--- src/rtl/pipe_pkg.sv ---
// pipe_pkg: shared state encoding, access sizes and datapath width for the memory stage
package pipe_pkg;
  localparam int REG_SZ = 32;
  localparam logic [1:0] LEN_B = 2'd0;
  localparam logic [1:0] LEN_H = 2'd1;
  localparam logic [1:0] LEN_W = 2'd2;
  typedef enum logic [1:0] {IDLE, MEM, SEND, DRAIN} state_t;
endpackage

--- src/rtl/pipe_mem_ext.sv ---
// mem_ext: load extender; data/len/uns in, ext = byte/half/word zero- or sign-extended to REG_SZ
module mem_ext #(parameter int REG_SZ = pipe_pkg::REG_SZ) (
  input  logic [REG_SZ-1:0] data,
  input  logic [1:0]        len,
  input  logic              uns,
  output logic [REG_SZ-1:0] ext
);
  import pipe_pkg::*;
  logic sb, sh;
  always_comb begin
    sb = ~uns & data[7];
    sh = ~uns & data[15];
    ext = len == LEN_B ? {{(REG_SZ-8){sb}}, data[7:0]} :
          len == LEN_H ? {{(REG_SZ-16){sh}}, data[15:0]} : data;
  end
endmodule

--- src/rtl/pipe_mem.sv ---
// pipe_mem: memory-access stage; up_syn/up_ack bundle in, mem_* single-access port, down_syn/down_ack write-back bundle out
module pipe_mem #(parameter int REG_SZ = pipe_pkg::REG_SZ) (
  input  logic              clk,
  input  logic              rst,
  input  logic              up_syn,
  output logic              up_ack,
  input  logic [4:0]        rd,
  input  logic [REG_SZ-1:0] ans,
  input  logic [REG_SZ-1:0] dout,
  input  logic              re,
  input  logic              we,
  input  logic [1:0]        rlen,
  input  logic [1:0]        wlen,
  input  logic              ld_uns,
  input  logic              wb_e,
  output logic              mem_req,
  output logic              mem_we,
  output logic [1:0]        mem_len,
  output logic [REG_SZ-1:0] mem_addr,
  output logic [REG_SZ-1:0] mem_wdata,
  input  logic [REG_SZ-1:0] mem_rdata,
  input  logic              mem_done,
  output logic              down_syn,
  input  logic              down_ack,
  output logic [4:0]        wb_rd,
  output logic [REG_SZ-1:0] wb_data,
  output logic              wb_en
);
  import pipe_pkg::*;
  state_t state, state_n;
  logic cap, uns;
  logic [REG_SZ-1:0] ext;
  assign cap = state == IDLE && up_syn && !up_ack;
  mem_ext #(.REG_SZ(REG_SZ)) u_ext (.data(mem_rdata), .len(mem_len), .uns(uns), .ext(ext));
  always_comb begin
    state_n = state;
    case (state)
      IDLE:    state_n = cap ? ((re | we) ? MEM : SEND) : IDLE;
      MEM:     state_n = mem_done ? SEND : MEM;
      SEND:    state_n = down_ack ? DRAIN : SEND;
      default: state_n = down_ack ? DRAIN : IDLE;
    endcase
  end
  always_ff @(posedge clk) state <= rst ? IDLE : state_n;
  always_ff @(posedge clk) begin
    if (rst) begin
      up_ack <= 1'b0;
      down_syn <= 1'b0;
      mem_req <= 1'b0;
      mem_we <= 1'b0;
      mem_len <= '0;
      mem_addr <= '0;
      mem_wdata <= '0;
      wb_rd <= '0;
      wb_data <= '0;
      wb_en <= 1'b0;
      uns <= 1'b0;
    end else begin
      if (!up_syn) up_ack <= 1'b0;
      else if (cap) up_ack <= 1'b1;
      if (cap) begin
        wb_rd <= rd;
        wb_en <= wb_e;
        mem_addr <= ans;
        mem_wdata <= dout;
        mem_we <= we & ~re;
        mem_len <= re ? rlen : wlen;
        uns <= ld_uns;
        if (re | we) mem_req <= 1'b1;
        else begin
          wb_data <= ans;
          down_syn <= 1'b1;
        end
      end
      if (state == MEM && mem_done) begin
        mem_req <= 1'b0;
        wb_data <= mem_we ? mem_addr : ext;
        if (mem_we) wb_en <= 1'b0;
        down_syn <= 1'b1;
      end
      if (state == SEND && down_ack) down_syn <= 1'b0;
    end
  end
endmodule

--- config.mk ---
export PLATFORM = sky130hd
export DESIGN_NAME = pipe_mem
export DESIGN_NICKNAME = d
export VERILOG_FILES = /design/src/rtl/pipe_pkg.sv /design/src/rtl/pipe_mem_ext.sv /design/src/rtl/pipe_mem.sv
export SDC_FILE = /design/constraint.sdc
export NUM_CORES = 1
export LEC_CHECK = 0
export BUFFER_PORTS_ARGS = -buffer_cell sky130_fd_sc_hd__buf_2
export CAP_MARGIN = 20
export CORE_MARGIN = 10
export CORE_UTILIZATION = 40
export CTS_BUF_LIST = sky130_fd_sc_hd__clkbuf_2
export CTS_CLUSTER_DIAMETER = 40
export DETAILED_ROUTE_END_ITERATION = 10
export PLACE_DENSITY_LB_ADDON = 0.15
export SLEW_MARGIN = 25
export SYNTH_ARGS = -nofsm -noshare
export SYNTH_HDL_FRONTEND = slang
export SYNTH_SLANG_ARGS = --single-unit
export TNS_END_PERCENT = 20
--- constraint.sdc ---
create_clock -name clk -period 1.7 [get_ports clk]
set_clock_uncertainty 0.15 [all_clocks]
set_input_delay 0.255 -clock clk [delete_from_list [all_inputs] [get_ports clk]]
set_output_delay 0.255 -clock clk [all_outputs]
set_load 0.02 [all_outputs]
Word-level counts from Yosys, hierarchy flattened
Cells that the tools add are included.
{ "totals": {"out_inout_bits": 108, "word_cells": 55, "input_bits": 114, "ramBits": 0, "mem_bits_ro": 0, "register_bits": 111, "n_memories": 0, "latch_bits": 0} }
{ "classes": {"eq_ne": 4, "bitwise_logic": 7, "div": 0, "mux": 19, "n_addsub": 0, "multipliers": 0, "order_cmp": 0, "n_reduce_logical": 13, "shifts": 0} }
{ "op_table": {"columns": ["cell", "count"], "rows": [
  ["$mux W32", 6],
  ["$mux W2", 5],
  ["$mux W1", 7],
  ["$pmux W2 S3", 1],
  ["$reduce_or A2 Y1", 3],
  ["$eq A2 B1 Y1 const B", 2],
  ["$logic_and A1 B1 Y1", 4],
  ["$logic_not A2 Y1", 2],
  ["$reduce_and A2 Y1", 2],
  ["$and A1 B1 Y1", 3],
  ["$not A1 Y1", 3],
  ["$eq A2 B2 Y1 const B", 1],
  ["$ne A2 B1 Y1 const B", 1],
  ["$reduce_bool A2 Y1", 1],
  ["$logic_not A1 Y1", 1],
  ["$or A1 B1 Y1", 1]
]} }

Depth between registers and ports, before layout
Gate-level depths: netlist of the first run.
{ "depth": {"ltp_word": 6, "depth_mapped": 6} }

Hierarchy
A second synthesis of the first run with hierarchy kept.
{ "unflattened": {"hier_cells": 604, "hier_area_um2": 4863.4} }
{ "by_module_without_submodules": {"columns": ["mod", "n_inst", "seq_area_each_um2", "cells_each", "area_each_um2"], "rows": [
  ["pipe_mem", 1, 2222.1, 537, 4499.3],
  ["mem_ext", 1, 0.0, 67, 364.1]
]} }

Worst setup path before layout of the first run
No wires, ideal clock.
{ "synth_path": {"path_kind": "reg-to-reg", "from": "reg mem_len[0]", "to": "reg wb_data[20]", "arrival_ns": 1.584, "path_stages_with_launch": 6, "required_ns": 1.416, "synth_period_minus_slack_ns": 1.868, "setup_slack_ns": -0.168, "setup_time_ns": 0.134, "path_cell_list": "dfxtp_1 mux2_2 a21oi_1 buf_2 a221o_1 a211oi_1"} }
{ "synth_via": {"elab_chain_cells": 5, "word_cells_on_any_way": 6, "classes_between": "eq/ne (1); mux (4); reduce/logical (1)"} }
{ "synth_rtl": {"columns": ["element", "line_no", "source"], "rows": [
  ["start, declared", "pipe_mem.sv:18", "output logic [1:0] mem_len,"],
  ["start signal, assigned", "pipe_mem.sv:67", "mem_len <= re ? rlen : wlen;"],
  ["$eq A2 B1 Y1", "pipe_mem_ext.sv:14", "len == LEN_H ? {{(REG_SZ-16){sh}}, data[15:0]} : data;"],
  ["$mux W32", "pipe_mem_ext.sv:14", null],
  ["$mux W32 *", "pipe_mem_ext.sv:13", "ext = len == LEN_B ? {{(REG_SZ-8){sb}}, data[7:0]} :"],
  ["$mux W32 *", "pipe_mem.sv:77", "wb_data <= mem_we ? mem_addr : ext;"],
  ["$mux W32 *", "pipe_mem.sv:75", "if (state == MEM && mem_done) begin"],
  ["end signal, assigned", "pipe_mem.sv:71", "wb_data <= ans;"],
  ["end signal, assigned", "pipe_mem.sv:77", null],
  ["end, declared", "pipe_mem.sv:26", "output logic [REG_SZ-1:0] wb_data,"]
]} }
Every way passes the cells marked *; elsewhere a longest branch is shown, timed or not.
A chain may end at the register's enable or synchronous reset.

Worst setup path in the final report of the first run
{ "layout_path": {"from": "reg mem_len[0]", "to": "reg wb_data[9]"} }
{ "layout_via": {"elab_chain_cells": 4} }
{ "layout_rtl": {"columns": ["element", "line_no"], "rows": [
  ["$logic_not A2 Y1", "pipe_mem_ext.sv:13"],
  ["$mux W32", "pipe_mem_ext.sv:13"],
  ["$mux W32", "pipe_mem.sv:77"],
  ["$mux W32", "pipe_mem.sv:75"]
]} }
Every way passes these cells.

==> summary by stage, run 1 <==
Critical path
The largest individual stage delay along the critical path comes from the cell dfxtp_4. STA classifies the critical path endpoint as a flip-flop. The type of the worst setup path is flip-flop to flip-flop. Of all nets on the critical path, the largest fanout is 8.

At the worst endpoint, the arrival time is between 2000 and 2500 ps. The number of buffers and inverters on the critical path is 1. Walking the worst path, the cells encountered are buf_4 > nor4b_4 > nor2_4 > a221o_1 > a211oi_1.

The largest single stage delay on the critical path is ~430 ps. On the critical path the largest part of the delay comes from compound AO/OA/AOI/OAI gates. The required arrival time at the worst endpoint is between 2000 and 2500 ps.

The worst setup path is launched from a flip-flop.

STA
Setup violations remaining at the end of the flow were counted as 10. The peak clock frequency supported by timing is around 560 MHz. Setup repair after global routing could not meet its margin everywhere. The setup slack of the critical path after layout is -86.1 ps. The number of failing hold endpoints at the final stage is 0. For the finished layout, the period the worst path requires is 1790 ps. The final critical path takes up 105% of the cycle. The final number of max-transition violations is 0. Measured against its own limit, the worst slew margin works out to between 70 and 80%. At the pin with the least slew margin, the transition time is about 360 ps.

Logic synthesis
For this run, the number of Yosys warnings is 0. The number of flip-flops and latches in the synthesized netlist is about 110. The synthesized cell area is ~4600 um^2. Yosys mapped the design onto 26 distinct sky130hd cell types. The share of async-settable or async-resettable flops after synthesis is 0%. The most used flip-flop cell after synthesis is dfxtp_1. Sequential elements use roughly 48% of the synthesized area. Counting every instance in the synthesized netlist gives roughly 600. Counting flops with a built-in enable in the synthesized netlist gives 0. Counting every net in the synthesized netlist gives 709. The synthesized area per cell is ~7.8 um^2.

Finish
The layout overhead on the synthesized area is 66.1%. The post-route netlist has approximately a third of its cells at a drive strength greater than 1. The final net count is between 1000 and 1500.

Measured on the finished design, the core utilization comes to between 60 and 70%. The final cell count without fillers is 1076. The layout has between 900 and 1000 filler cells.

Global routing
The global-route usage over all layers is 20.9%. Entering global routing, the biggest net connects slightly below 50 pins. The wire length of the first global-routing pass is 28100 um.

The global route total overflow is 0. The number of global-route vias before repair is between 5000 and 6000. The initial antenna violation count is 2.

Die
The overall die area is approximately 16000 um^2. The region available for standard cell placement spans approximately 11000 um^2. The die boundary width is approximately 130 um. Once the floorplan was initialized, standard cells occupied approximately two fifths of the core. The number of top-level pins is around 220. From bottom edge to top edge, the die measures roughly 130 um. The row count is 39.

Route
After detailed routing, the number of vias per cell comes to between 5 and 6. The final wirelength is roughly 19000 um. The remaining design rule violation count is 0. For this block, the initial DRC count from the detailed router was 275. The via count is between 5000 and 6000. The first detailed-routing pass took 5 iterations.

The detail route stage leaves a number of antenna-violating nets equal to 0. The detail-routed net length per standard cell is 17.3 um.

Job
The tool flagged a number of max-cap violations equal to 0.

CTS
CTS saw approximately 110 sinks. At the later pin of the worst-skew pair, clock insertion delay measures ~600 ps. The TritonCTS clock tree is yes. Clock tree synthesis inserted a total of 9 buffers.

The clock edge transition at the registers on the reported setup and hold paths is about 280 ps. The tree is rooted in a clkbuf_2. The H-tree was split into 3 levels. No sink is reached through more buffers than the 2 on the longest clock path.

Power
The leakage power is between 3 and 4 nW. The final total power is between 6 and 7 mW. The maximum resistive drop on vdd is approximately 0.47 mV. In this run the power density over the cells is 812 nW/um^2.

Placed design
Routability-driven placement finished with a final weighted congestion of ~0.79. During placement, the flow inserted port buffers numbering ~220. The number of placed instances, taps included, is slightly above 900. Detailed placement ended at an HPWL of about 12000 um.

Min path
The class of the tightest hold or removal check is input pin to flip-flop.

Outcome
The checks that failed: setup timing. The flow ran to the end, but the final reports show violations.
## cells in the mapped netlist, drive strengths merged (2+ instances only)
| master | number | area share [%] |
|---|---|---|
| clkbuf | 35 | 2.8 |
| nand2 | 175 | 14 |
| o21ai | 11 | 1.2 |
| a221o | 24 | 5.2 |
| inv | 26 | 2.1 |
| nand3b | 3 | 0.49 |
| nor2 | 34 | 2.8 |
| a21oi | 106 | 12 |
| a211oi | 27 | 4.4 |
| nor4b | 2 | 0.70 |
| nor3 | 2 | 0.22 |
| buf | 15 | 1.7 |
| o211ai | 8 | 1.3 |
| mux2i | 10 | 2.2 |
| dfxtp | 111 | 48 |
## power by group
group / switching [mW] / total, mW / leakage [nW] / internal, mW
combinational: 1.16 / 2.09 / 2.36 / 0.927
clock: 0.812 / 1.15 / 0.0656 / 0.338
sequential: 0.151 / 2.99 / 0.914 / 2.84
## routing by layer
layer	wire length (um)	GRT usage (%)	vias up
met5	0	0	-
li1	-	-	2685
met4	503	9.65	0
met1	7030	21.9	2583
met3	1520	6.78	37
met2	9540	37.2	210
## kinds of logic after synthesis
logic type             share of synthesized area [%]
and+or+nand+nor                                 18.9
AOI/OAI and AO/OA                               23.9
buffers and inverters                           6.66
DFF                                             48.1
muxes                                           2.41
## sequential cells by signal (all words and copies together) (netlist names), 2 cells and up
signal,count
wb_data,32
mem_wdata,32
mem_len,2
wb_rd,5
mem_addr,32
state,2
## worst paths after layout
path                             start                   endpoint  slack, ps  depth (start not counted)
max            mem_len[0]$_SDFFE_PP0N_    wb_data[9]$_SDFFE_PP0P_        -90                          5
min                             ans[8]   mem_addr[8]$_SDFFE_PP0N_        260                          4
max reg2reg    mem_len[0]$_SDFFE_PP0N_    wb_data[9]$_SDFFE_PP0P_        -90                          5
min reg2reg  mem_wdata[3]$_SDFFE_PP0N_  mem_wdata[3]$_SDFFE_PP0N_        320                          2
## final cells by class
| class | instances | area [um^2] | share of cell area, % |
|---|---|---|---|
| Sequential cell | 111 | 2240 | 29.2 |
| Antenna cell | 2 | 5.00 | 0.0652 |
| Tap cell | 143 | 179 | 2.33 |
| Inverter | 26 | 97.6 | 1.27 |
| Multi-Input combinational cell | 408 | 2250 | 29.3 |
| Clock buffer | 12 | 60.1 | 0.783 |
| Timing Repair Buffer | 372 | 2810 | 36.6 |
| Clock inverter | 2 | 33.8 | 0.440 |
## worst reg2reg max path: cells and delay by family, from the launching register on
family,cells,cell delay (ps)
AOI/OAI and AO/OA,2,530
and+or+nand+nor,2,440
DFF,1,430
buffers and inverters,1,140
## layout by cell type, fill, tap and decap left out, types with 12 or more instances in the layout
master,netlist,routed
nand2_1,175,175
dlygate4sd3_1,0,114
buf_2,9,217
buf_4,3,17
a221o_1,24,24
a21oi_2,1,13
inv_1,26,26
a211oi_2,0,13
nor2_1,34,32
a211oi_1,27,14
a21oi_1,105,92
dfxtp_1,111,101
clkbuf_2,0,12
## what timing repair did
item                                    4_1_cts  5_1_grt
hold buffers                                114        0
endpoints found under the setup margin       14       81
buffers inserted                              9        3
pin swaps                                     1       14
cloned                                        2        3
resized for setup                            23       40
endpoints found under the hold margin       111        0
## per-stage QoR
step                TNS (ps)  setup WS (ps)  hold WS, ps  instance area [um^2]
floorplan              -19.0          -6.40          241                  4620
global placement           0            115          288                  5980
detailed placement     -9.93          -9.93          294                  5980
CTS                    -29.4          -19.7          201                  7420
global route           -1660           -125          219                  7670
finish                  -376          -86.1          262                  7670
No activity file was read; power rests on OpenSTA's default activity.
==> run 2: changes to the inputs <==
--- a/config.mk
+++ b/config.mk
@@ -13,7 +13,7 @@
 export CTS_CLUSTER_DIAMETER = 40
 export DETAILED_ROUTE_END_ITERATION = 10
 export PLACE_DENSITY_LB_ADDON = 0.15
-export SLEW_MARGIN = 25
+export SLEW_MARGIN = 20
 export SYNTH_ARGS = -nofsm -noshare
 export SYNTH_HDL_FRONTEND = slang
 export SYNTH_SLANG_ARGS = --single-unit
==> constraint.sdc (replaced) <==
create_clock -name clk -period 2.2 [get_ports clk]
set_clock_uncertainty 0.15 [all_clocks]
set_input_delay 0.33 -clock clk [delete_from_list [all_inputs] [get_ports clk]]
set_output_delay 0.33 -clock clk [all_outputs]
set_load 0.02 [all_outputs]
==> run 2 against run 1 <==
Net effect:
- the run now ends clean
- first-iteration DRC count rose by 15%
- sequential share of layout area rose by 1.3 points
- clock power fell by 10%
- count of clock-buffer cells in the layout fell by 1
- final cell count fell by 0.37%
- sequential cell count did not move
- critical path depth did not move
- die area did not move
- maximum frequency fell by 12%
- register-to-register slack improved by 250 ps
- highest routed layer unchanged
==> summary by stage, run 2 (same netlist as run 1, synthesis figures left out) <==
Outcome
The flow ran to the end, and the final reports show no timing, DRC or antenna violations.

Critical path
The startpoint identified for the worst register-to-register timing path is state[0]$_SDFF_PP0_. The type of the worst setup path is flip-flop to flip-flop. The critical path crosses 5 cells after its start point. STA classifies the critical path startpoint as a flip-flop.

The worst setup path is captured at a flip-flop. The critical-path cell with the highest stage delay is dlygate4sd3_1. STA puts the critical path data arrival time at about 2400 ps. The launching element of the worst setup path is state[0]$_SDFF_PP0_. On the critical path the largest part of the delay comes from buffers and inverters. The highest cell delay on the worst timing path is between 500 and 600 ps. The critical path goes through nor4b_4 > buf_6 > nand3b_1 > dlygate4sd3_1 > a21oi_1. The logic depth of the worst register-to-register path is 5. The required arrival time at the worst endpoint is 2600 ps. The buffering stage count on the worst path with inverters included is 2.

Along the worst path, the maximum fanout reaches 15.

Global routing
The initial antenna violation count is 1. The global-route usage over all layers is between 20 and 25%. After global routing the overflow that remains totals 0. The maximum number of pins on one net before global-route repair is just under 50. The number of global-route vias before repair was approximately 5600. The first global-routing pass estimated between 20000 and 30000 um of wire.

Power
The design draws 4.74 mW. The net switching power is between 1.5 and 2 mW. Dividing total power by cell area gives a power density of 651 nW/um^2. The share of total power dissipated in combinational logic is just under 30%.

The maximum resistive drop on vdd is between 0.3 and 0.4 mV. Internal power comes to roughly 3.2 mW. Net switching is 33.5% of the power.

The power share of the sequential group is 48.7%. For this design the static power due to leakage is 3.23 nW. The share of power burned in the clock network is 21.7%.

Route
The detailed router placed around 5400 vias in this run. The final wirelength is around 18000 um. Before antenna repair, the detailed router went through 5 iterations. The detail-routed net length per standard cell is between 15 and 20 um. The remaining design rule violation count is 0. Using the TritonRoute via totals, the vias-per-cell ratio works out to a little over 5.

The number of routed nets with antenna violations is 0. The iteration-0 DRC count of the detailed router is roughly 320.

Finish
The sequential cell area is 2220 um^2. Compared with the post-synthesis result, the final layout area differs by 57.7%. Once layout is complete, the utilization of the core stands at between 60 and 70%. Leaving out fill and tap cells, the most frequent cell in the layout is buf_2. The multi-input gate area in the final layout is ~2100 um^2. The library cells used most frequently in the layout, excluding fill and tap cells, are 220 x buf_2, 175 x nand2_1, 124 x dlygate4sd3_1. Excluding fillers, the count of instances in the completed layout stands at roughly 1100.

The largest registers in the layout are mem_addr: 32 flops, mem_wdata: 32 flops, wb_data: 32 flops. The number of inserted filler cells in the final layout is approximately 1000. The post-route netlist has 28.2% of its cells at a drive strength greater than 1.

The final net count is 1037.

STA
The peak clock frequency supported by timing is 492 MHz. The period utilization is a little over 90%. The final critical delay including setup and external delays is ~2000 ps. For the pin with the worst max-slew slack, the measured transition is 534 ps. The final count of negative-setup-slack endpoints is 0. The headroom to the max-slew limit is roughly 64%.

The final number of max-transition violations is 0. The number of failing hold endpoints at the final stage is 0. The final-layout worst hold slack is 316 ps.

CTS
The number of clock sinks is roughly 110. The number of levels in the clock H-tree is 3. The TritonCTS clock tree is yes.

The cell at the root of the clock tree is clkbuf_2. The worst-case clock buffer depth is 2. Buffers inserted during clock tree synthesis total 9. The clock edge transition at the registers on the reported setup and hold paths is 280 ps. The clock insertion delay at the later pin of the skew report is between 500 and 600 ps.

Die
The die covers ~16000 um^2. In this run the vertical extent of the chip is around 130 um. The core region is approximately 11000 um^2. The die boundary width is about 130 um. The number of top-level pins is roughly 220. The floorplan has 39 rows. The initial utilization of the core area, before any placement, comes to 40.6%.

Placed design
The placer's final routability congestion estimate is ~0.83. After detailed placement, the design holds a cell count of ~930. After legalization and detailed placement, the total HPWL measured between 10000 and 15000 um. Port buffering added about 220 buffers.

Min path
The beginning of the worst hold path is wb_data[2]$_SDFFE_PP0P_. The class of the tightest hold or removal check is flip-flop to flip-flop. The cell depth of the worst hold path is 2.

Job
The max capacitance violation total is 0.
## run 2: cell count changes in the layout (fill, tap and decap cells not counted), sizes merged
cell / previous run / this run
dlygate4sd3: 114 / 124
bufinv: 1 / 2
buf: 253 / 243
clkbuf: 15 / 11
bufbuf: 2 / 0
diode: 2 / 1
clkinv: 1 / 3
## run 2: layout make-up
class	instances	share of cell area, %
sequential	111	30.5
multi-input combinational	408	28.8
clock buffer	11	0.756
antenna	1	0.0344
clock inverter	5	0.996
inverter	26	1.34
timing repair buffer	367	35.1
tap	143	2.46
## run 2: path summary, 6_finish.rpt
check                                  to  slack [ps]
setup / recovery      mem_we$_SDFFE_PP0N_         170
hold / removal    wb_data[2]$_SDFFE_PP0P_         320
setup reg to reg      mem_we$_SDFFE_PP0N_         170
hold reg to reg   wb_data[2]$_SDFFE_PP0P_         320
## run 2: worst min-delay path, cell delays in order, from the launching register on
cell	delay (ps)
dfxtp_1	370
nand2_1	50
a21oi_1	50
## run 2: power by group through the flow
stage	registers [mW]	logic, mW	clock network [mW]
after detailed placement	2.35	1.21	0
final	2.31	1.40	1.03
after floorplan	2.54	0.523	0
after CTS	2.31	1.39	1.07
after global routing	2.34	1.54	1.14
after global placement	2.34	1.19	0
## run 2: through the flow
stage	setup TNS [ps]	instance area (um^2)	setup slack, ps
floorplan	0	4620	332
global placement	0	5880	421
detailed placement	0	5880	334
CTS	0	7250	35.8
global route	-1.75	7280	-1.75
finish	0	7280	166
## run 2: timing repair
action,in CTS,in global routing
endpoints found under the hold margin,111,0
hold buffers,124,0
setup buffers,0,3
resized for setup,0,3
endpoints found under the setup margin,0,11
## run 2: metal layers
metal	wire, um	global-route usage (%)	vias up	share of wire, %
li1	-	-	2664	-
met1	6930	23.0	2508	39
met2	8530	34.8	228	49
met3	1500	6.41	44	8.6
met4	582	10.3	0	3.3
met5	0	0	-	0
